**config.mk**
```make
export PLATFORM = sky130hd
export DESIGN_NAME = input_buffer_ctrl
export DESIGN_NICKNAME = d
export VERILOG_FILES = /design/src/rtl/input_buffer_ctrl.sv
export SDC_FILE = /design/constraint.sdc
export NUM_CORES = 1
export LEC_CHECK = 0
export ABC_AREA = 1
export CORE_MARGIN = 10
export CORE_UTILIZATION = 52
export DETAILED_ROUTE_END_ITERATION = 10
export MAX_ROUTING_LAYER = met4
export PLACE_DENSITY_LB_ADDON = 0.05
export SETUP_SLACK_MARGIN = 0.5
export SLEW_MARGIN = 5
export SYNTH_ARGS = -nofsm -noshare
export SYNTH_HDL_FRONTEND = slang
export SYNTH_SLANG_ARGS = --single-unit
export TNS_END_PERCENT = 10
```
**constraint.sdc**
```tcl
create_clock -name i_clk -period 3 [get_ports i_clk]
set_input_delay 0.6 -clock i_clk [delete_from_list [all_inputs] [get_ports i_clk]]
set_output_delay 0.6 -clock i_clk [all_outputs]
set_load 0.02 [all_outputs]
```
**src/rtl/input_buffer_ctrl.sv**
```systemverilog
// Scheduler for the operand input buffer: one weight tile, then ACT_PER_W activation tiles, then the next weight.
// Latency: start->LOAD_W 1 cycle, capture->pe_start 1 cycle, accepted done->next state 1 cycle.
// Backpressure: waits in the load state with busy held high until the upstream valid arrives.
module input_buffer_ctrl #(
   parameter int ACT_PER_W = 4,
   parameter int AW        = (ACT_PER_W > 1) ? $clog2(ACT_PER_W) : 1
) (
   input  logic          i_clk,
   input  logic          i_rst,
   input  logic          i_start,
   input  logic [7:0]    i_num_w,
   input  logic          i_valid_W,
   output logic          o_ready_W,
   input  logic          i_valid_A,
   output logic          o_ready_A,
   output logic          o_busy_W,
   output logic          o_busy_A,
   output logic          o_pe_start,
   input  logic          i_pe_done,
   output logic [7:0]    o_w_idx,
   output logic [AW-1:0] o_a_idx,
   output logic          o_idle,
   output logic          o_done
);

   // Last legal activation index within one weight tile.
   localparam logic [AW-1:0] A_LAST = AW'(ACT_PER_W - 1);

   typedef enum logic [2:0] {
      S_IDLE    = 3'd0,
      S_LOAD_W  = 3'd1,
      S_LOAD_A  = 3'd2,
      S_COMPUTE = 3'd3,
      S_DONE    = 3'd4
   } state_t;

   state_t          state;
   state_t          state_nxt;

   logic [7:0]      num_w;
   logic [7:0]      w_idx;
   logic [AW-1:0]   a_idx;
   logic            pe_start_q;
   logic            done_q;
   logic            idle_q;

   logic            start_ok;
   logic            cap_w;
   logic            cap_a;
   logic            done_ok;
   logic            a_last;
   logic            w_last;
   logic [8:0]      w_next;

   // Handshake and progress qualifiers shared by the FSM and the index counters.
   always_comb begin
      start_ok = (state == S_IDLE) && i_start;
      cap_w    = (state == S_LOAD_W) && i_valid_W;
      cap_a    = (state == S_LOAD_A) && i_valid_A;
      // The pe_start cycle is the first COMPUTE cycle; a done there is stale.
      done_ok  = (state == S_COMPUTE) && !pe_start_q && i_pe_done;
      a_last   = (a_idx >= A_LAST);
      w_next   = {1'b0, w_idx} + 9'd1;
      // Widened compare so num_w never underflows.
      w_last   = (w_next >= {1'b0, num_w});
   end

   // State register.
   always_ff @(posedge i_clk) begin
      if (i_rst) begin
         state <= S_IDLE;
      end else begin
         state <= state_nxt;
      end
   end

   // Next-state decode.
   always_comb begin
      state_nxt = state;
      case (state)
         S_IDLE: begin
            if (i_start) begin
               state_nxt = (i_num_w == 8'd0) ? S_DONE : S_LOAD_W;
            end
         end
         S_LOAD_W: begin
            if (i_valid_W) begin
               state_nxt = S_LOAD_A;
            end
         end
         S_LOAD_A: begin
            if (i_valid_A) begin
               state_nxt = S_COMPUTE;
            end
         end
         S_COMPUTE: begin
            if (done_ok) begin
               if (!a_last) begin
                  state_nxt = S_LOAD_A;
               end else if (!w_last) begin
                  state_nxt = S_LOAD_W;
               end else begin
                  state_nxt = S_DONE;
               end
            end
         end
         S_DONE: begin
            state_nxt = S_IDLE;
         end
         default: begin
            state_nxt = S_IDLE;
         end
      endcase
   end

   // Combinational handshake outputs: ready by state, busy drops only on the capture edge.
   always_comb begin
      o_ready_W = (state == S_LOAD_W);
      o_ready_A = (state == S_LOAD_A);
      o_busy_W  = !cap_w;
      o_busy_A  = !cap_a;
   end

   // Job length and tile indices; cleared on start, advanced on accepted done, held otherwise.
   always_ff @(posedge i_clk) begin
      if (i_rst) begin
         num_w <= 8'd0;
         w_idx <= 8'd0;
         a_idx <= '0;
      end else if (start_ok) begin
         num_w <= i_num_w;
         w_idx <= 8'd0;
         a_idx <= '0;
      end else if (done_ok) begin
         if (!a_last) begin
            a_idx <= a_idx + 1'b1;
         end else if (!w_last) begin
            a_idx <= '0;
            w_idx <= w_next[7:0];
         end
      end
   end

   // Registered status outputs, decoded from the state being entered.
   always_ff @(posedge i_clk) begin
      if (i_rst) begin
         pe_start_q <= 1'b0;
         done_q     <= 1'b0;
         idle_q     <= 1'b1;
      end else begin
         pe_start_q <= (state_nxt == S_COMPUTE) && (state != S_COMPUTE);
         done_q     <= (state_nxt == S_DONE);
         idle_q     <= (state_nxt == S_IDLE);
      end
   end

   assign o_pe_start = pe_start_q;
   assign o_done     = done_q;
   assign o_idle     = idle_q;
   assign o_w_idx    = w_idx;
   assign o_a_idx    = a_idx;

endmodule

```
==> impl_metrics.csv, run 1 <==
group,metric,value,unit
sta,setup_violations,0,
floorplanning,core_area,2430,um^2
floorplanning,fp.dieW,70.1,um
sta,setup_tns,0,ns
worst_setup_path,crit_type,"flip-flop to flip-flop",
yosys,synth_top_family_by_area,"simple AND/OR/NAND/NOR gates",
final_layout,multi_input_area,698,um^2
floorplanning,rows,18,
yosys,syn-mean-instance-area,7.32,um^2
sta,fmax,0.426,GHz
floorplanning,io_pins,31,
final_layout,seqCellArea,485,um^2
sta,rsz0062_at_grt,"no",
detailed_routing,ant_nets,0,
final_layout,fin_area,1700,um^2
detailed_routing,dr_total_vias,1226,
global_routing,grt.overflow.total,0,
clock_network,cts_made_buffers,3,
clock_network,clk_pin_slew,0.13,ns
yosys,yosysSeqAreaShare,36.9,%
detailed_routing,dr.pass1.iters,4,
detailed_routing,totalWireLength,3.17,mm
yosys,synth_xor_area_share,2.69,%
power,p_per_area,362,nW/um^2
detailed_routing,post-route-drc-count,0,
clock_network,cts_tree,"done",
clock_network,cts_sinks,24,
global_routing,antenna_found_initial,0,
sta,drv_slew,0,
yosys,synth_area,1300,um^2
worst_setup_path,end_kind,"flip-flop",
yosys,synth_simple_gate_area_share,24.0,%
yosys,synthMuxAreaShare,0,%
clock_network,cts-root-buf,"clkbuf_4",
yosys,syn_nets,202,
final_layout,num_antenna_cells,0,
worst_setup_path,crit_arrival,2.57,ns
clock_network,cts_buffer_depth,2,
yosys,synth_cells,178,
final_layout,nFillCells,227,
final_layout,syn2layout_area_growth,30.2,%
power,p_leak,0.765,nW
place,dp_hpwl,2.47,mm
clock_network,ctsHoldBuffers,0,
clock_network,cts.htree.levels,1,
global_routing,grtUsageTotal,12.5,%
sta,finalClockSkew,0.00280,ns
sta,post-route-period-util,78.3,%
detailed_routing,wl_per_cell,13.1,um
floorplanning,die_area,4910,um^2
yosys,synth_seq_cells,24,
global_routing,grt_start_max_net_pins,18,
min_path,hold_class,"flip-flop to flip-flop",
worst_setup_path,crit_path_start_kind,"flip-flop",
detailed_routing,drt_first_iter_violations,65,
yosys,yosys_warnings,0,
yosys,synthAdderAreaFrac,9.60,%
sta,relSlewSlack,66.8,%
sta,tightest_slew,0.496,ns
global_routing,grt_pass1_wl,5.09,mm
place,place_area,1630,um^2
final_layout,drive_gt1_share,11.3,%
global_routing,grt_pass1_vias,1161,
floorplanning,die_height,70.1,um
place,gp_congestion,0.777,
worst_setup_path,cp_data_required_time,3.22,ns
run,maxCapViolations,0,
sta,hold_violations,0,
detailed_routing,vias_per_cell,5.05,
worst_setup_path,path_max_fanout,6,
yosys,ys_types,27,
run_status,status,"finished clean",
sta,min_period,2.35,ns
floorplanning,start_util,53.6,%
place,portBuffers,30,
final_layout,layout.nets,239,
power,ir_worst_vdd,0.351,mV
clock_network,clk_latency,0.31,ns
yosys,synth_compound_area_share,15.6,%
-- worst max-delay path, stage by stage (launching register included) --
cell     delay, ns
dfxtp_4       0.39
ha_1          0.20
nand3_2       0.11
xor2_1        0.24
ha_1          0.29
nand2_1       0.09
inv_1         0.04
nand2_1       0.07
nand3_1       0.09
nand2_1       0.07
nand2_1       0.05
nand2_2       0.11
nand3_4       0.12
buf_4         0.17
o21ai_1       0.16
a21oi_1       0.05
-- power breakdown --
group	switching (mW)	internal, mW	leakage (nW)
registers	0.00751	0.335	0.197
clock network	0.0942	0.0470	0.0138
logic	0.0771	0.0544	0.554
-- cells in the final DEF (no fill, tap or decap) --
cell             netlist  layout
nor3_2                 1       1
a21oi_2                1       2
nor4_1                 2       2
nor2_1                11      11
nand3_2                0       2
nand2_2                1       2
dfxtp_4                0       1
nor3_4                 1       1
nor3_1                 1       1
ha_1                  10      10
clkdlybuf4s50_1        0      30
xor2_1                 4       4
nor2_2                 2       2
buf_4                  0       3
a21oi_1               18      17
inv_2                  3       3
clkbuf_4               0       3
nand2_1               34      33
o21ai_1                6       6
clkinv_1               1       1
and2_0                 1       1
or2_0                  1       1
nand3_4                1       1
dfxtp_2                0       1
nor2_4                 1       1
nand3_1                8       7
o211ai_1               1       1
o21ai_0               11      11
dfxtp_1               24      22
a31oi_2                1       1
inv_1                 31      31
-- metrics by stage --
stage / util (%) / setup slack [ns] / hold slack, ns / power (mW) / std cells
after CTS: 67.8 / 0.540 / 0.479 / 0.617 / 239
after floorplan: - / 0.767 / 0.435 / 0.428 / 178
after detailed placement: 66.9 / 0.565 / 0.461 / 0.478 / 236
after global placement: 66.9 / 0.683 / 0.453 / 0.474 / 236
after global routing: 69.8 / 0.482 / 0.495 / 0.648 / 243
final: 69.8 / 0.651 / 0.476 / 0.615 / 243
-- what timing repair did --
action / in CTS / in global routing
setup endpoints to repair: 0 / 12
buffers inserted: 0 / 3
gates resized for setup: 0 / 6
-- area by class of cell --
type / count / share of cell area [%]
multi-input combinational: 118 / 41.1
inverter: 35 / 7.74
timing repair buffer: 33 / 19.0
sequential: 24 / 28.6
tap: 30 / 2.21
clock buffer: 3 / 1.33
-- sequential cells by signal, indices dropped and copies added, names as in the netlist --
register and count:
state 3, o_w_idx 8, o_idle 1, num_w 8, o_pe_start 1, o_done 1, o_a_idx 2
-- per-layer routing --
metal	vias up	routed length (um)	GRT usage (%)
li1	641	-	-
met5	-	0	-
met4	0	61	4.82
met2	31	1520	20.4
met1	547	1450	14.3
met3	7	149	3.25
-- synthesized netlist by cell type, drive strengths merged --
library cell  count  area, um^2
and2              1        6.26
nor4              2        12.5
or2               1        6.26
dfxtp            24         480
clkbuf            1        3.75
a31oi             1        12.5
nand3             9        57.6
clkinv            1        3.75
ha               10         125
inv              34         128
xor2              4        35.0
nor3              3        31.3
nor2             14        65.1
o211ai            1        7.51
a21oi            19        98.9
o21ai            17        85.1
nand2            35         134
buf               1        11.3
-- cell families after synthesis --
| logic type | count (synthesis) |
|---|---|
| xor gates and xnor gates | 4 |
| AOI/OAI and AO/OA | 38 |
| and+or+nand+nor | 65 |
| DFF | 24 |
| adders and majority gates | 10 |
| buffers and inverters | 37 |
-- final timing paths --
kind              start          to  slack (ns)  cells past startpoint
max          o_w_idx[0]  o_w_idx[7]        0.65                     15
min            num_w[1]    num_w[1]        0.48                      2
max reg2reg  o_w_idx[0]  o_w_idx[7]        0.65                     15
min reg2reg    num_w[1]    num_w[1]        0.48                      2
No activity file was read; power rests on OpenSTA's default activity.
==> inputs of run 2 (changes only) <==
Settings changed: CORE_UTILIZATION 52 to 44.
Clock period 3 ns to 2.1 ns, I/O delays scaled along.
==> impl_metrics.csv, run 2 (same netlist as run 1, synthesis figures left out) <==
group,metric,value,unit
clock_network,cts-root-buf,"clkbuf_4",
floorplanning,io_pins,31,
power,sw_frac_of_total,29.0,%
detailed_routing,wl_per_cell,12.9,um
global_routing,grtUsageTotal,12.0,%
sta,min_period,2.15,ns
detailed_routing,dr.pass1.iters,4,
global_routing,grt_pass1_vias,1199,
sta,fin_ws,-0.0516,ns
worst_setup_path,reg2reg_depth,13,
sta,hold_violations,0,
final_layout,multi_input_area,826,um^2
sta,relSlewSlack,76.4,%
sta,fmax,0.465,GHz
floorplanning,fp.dieW,74.4,um
clock_network,clk_pin_slew,0.14,ns
min_path,hold_start,"num_w[5]",
clock_network,cts_made_buffers,3,
global_routing,grt_start_max_net_pins,16,
clock_network,cts_tree,"done",
sta,setup_violations,3,
place,dp_hpwl,2.39,mm
power,ir_worst_vdd,0.328,mV
worst_setup_path,regToRegStartpoint,"o_w_idx[1]",
worst_setup_path,end_kind,"flip-flop",
power,power_frac_comb,21.3,%
floorplanning,start_util,46.5,%
detailed_routing,totalWireLength,3.25,mm
min_path,hold_depth,2,
worst_setup_path,path_max_fanout,6,
worst_setup_path,r2r_end,"o_idle",
sta,setup_tns,-0.0975,ns
worst_setup_path,crit_arrival,2.38,ns
final_layout,num_antenna_cells,0,
power,pwr-share-clk,26.6,%
power,pwr-share-seq,52.1,%
clock_network,cts_buffer_depth,2,
global_routing,grt.overflow.total,0,
clock_network,ctsHoldBuffers,0,
final_layout,layout_commonest_cell,"inv_1",
place,pre_cts_ws,-0.0279,ns
detailed_routing,post-route-drc-count,0,
worst_setup_path,rrSetupSlack,-0.05,ns
sta,finalClockSkew,0.00589,ns
global_routing,grt_pass1_wl,5.18,mm
detailed_routing,dr_total_vias,1246,
floorplanning,die_area,5540,um^2
detailed_routing,ant_nets,0,
floorplanning,die_height,74.4,um
place,gp_congestion,0.813,
floorplanning,rows,19,
min_path,whs_endpoint,"num_w[5]",
power,p_sw,0.272,mW
final_layout,drive_gt1_share,26.7,%
sta,tightest_slew,0.353,ns
power,intPower,0.667,mW
place,portBuffers,30,
power,power,0.939,mW
clock_network,cts_sinks,24,
final_layout,nFillCells,247,
sta,drv_slew,0,
detailed_routing,drt_first_iter_violations,87,
sta,post-route-period-util,102,%
min_path,hold_class,"flip-flop to flip-flop",
global_routing,antenna_found_initial,0,
floorplanning,core_area,2810,um^2
worst_setup_path,crit_path_start_kind,"flip-flop",
run_status,failed_checks,"negative setup slack",
power,p_per_area,496,nW/um^2
worst_setup_path,cp_data_required_time,2.33,ns
final_layout,layout.nets,246,
run,maxCapViolations,0,
final_layout,mostFrequentLayoutCells,"inv_1 (30), nand2_1 (28), dfxtp_1 (17), a21oi_1 (16), clkdlybuf4s50_1 (13)",
final_layout,finish.utilization,67.6,%
clock_network,cts.htree.levels,1,
detailed_routing,vias_per_cell,4.94,
clock_network,clk_latency,0.32,ns
run_status,status,"finished with violations",
final_layout,syn2layout_area_growth,45.4,%
worst_setup_path,crit_type,"flip-flop to flip-flop",
sta,rsz0062_at_grt,"yes",
final_layout,seqCellArea,499,um^2
power,p_leak,0.896,nW
-- run 2: changes by cell type in the layout (fill, tap and decap cells not counted), sizes merged --
cell,before,now
clkbuf,3,4
clkdlybuf4s50,30,13
dlymetal6s2s,0,1
dlygate4sd2,0,12
buf,3,14
-- run 2: timing repair --
action,in CTS,in global routing
pin swaps,3,8
resized for setup,37,29
endpoints found under the hold margin,0,0
setup endpoints to repair,31,21
buffers inserted,3,1
cloned,1,0
-- run 2: metrics by stage --
| stage | area [um^2] | cells | hold WS (ns) |
|---|---|---|---|
| 3_3_place_gp | 1700 | 243 | 0.461 |
| 5_1_grt | 1900 | 252 | 0.510 |
| 2_1_floorplan | 1330 | 178 | 0.435 |
| 3_5_place_dp | 1700 | 243 | 0.466 |
| 6_report | 1900 | 252 | 0.480 |
| 4_1_cts | 1790 | 251 | 0.484 |
-- run 2: layout make-up --
class | count | area share (%)
Clock buffer | 4 | 1.91
Inverter | 35 | 7.06
Multi-Input combinational cell | 118 | 43.6
Sequential cell | 24 | 26.3
Tap cell | 31 | 2.05
Timing Repair Buffer | 40 | 19.1
-- run 2: metal layers --
| metal | share of wire [%] | GRT usage, % | vias up |
|---|---|---|---|
| li1 | - | - | 660 |
| met1 | 45 | 14.6 | 557 |
| met2 | 50 | 19.3 | 23 |
| met3 | 3.6 | 2.26 | 6 |
| met4 | 1.6 | 4.20 | 0 |
| met5 | 0 | - | - |
-- run 2: how the worst max path moves through the flow --
stage	slack (ns)	cells after the start	start	endpoint
after floorplan	0.10	15	o_w_idx[0]	o_w_idx[4]
after global placement	-0.005	16	o_w_idx[1]	o_idle
after detailed placement	-0.03	16	o_w_idx[1]	o_idle
after CTS	-0.004	17	o_w_idx[1]	o_idle
after global routing	-0.22	13	o_w_idx[1]	o_idle
final	-0.05	13	o_w_idx[1]	o_idle
-- run 2: critical path, cell delays in order, from the launching register on --
cell	delay [ns]
dfxtp_4	0.40
ha_4	0.17
nand3_4	0.11
nor2_4	0.14
xor2_2	0.18
ha_1	0.27
a21oi_1	0.14
nand2_1	0.08
nand2_2	0.11
nand3_4	0.13
nand2_2	0.08
nand2_1	0.06
a21oi_2	0.16
nor2_1	0.05
-- run 2: power groups by stage --
stage	sequential (mW)	combinational (mW)	clock, mW
after floorplan	0.500	0.110	0
after CTS	0.489	0.187	0.256
after global placement	0.497	0.184	0
final	0.489	0.200	0.250
after global routing	0.493	0.227	0.273
after detailed placement	0.497	0.186	0
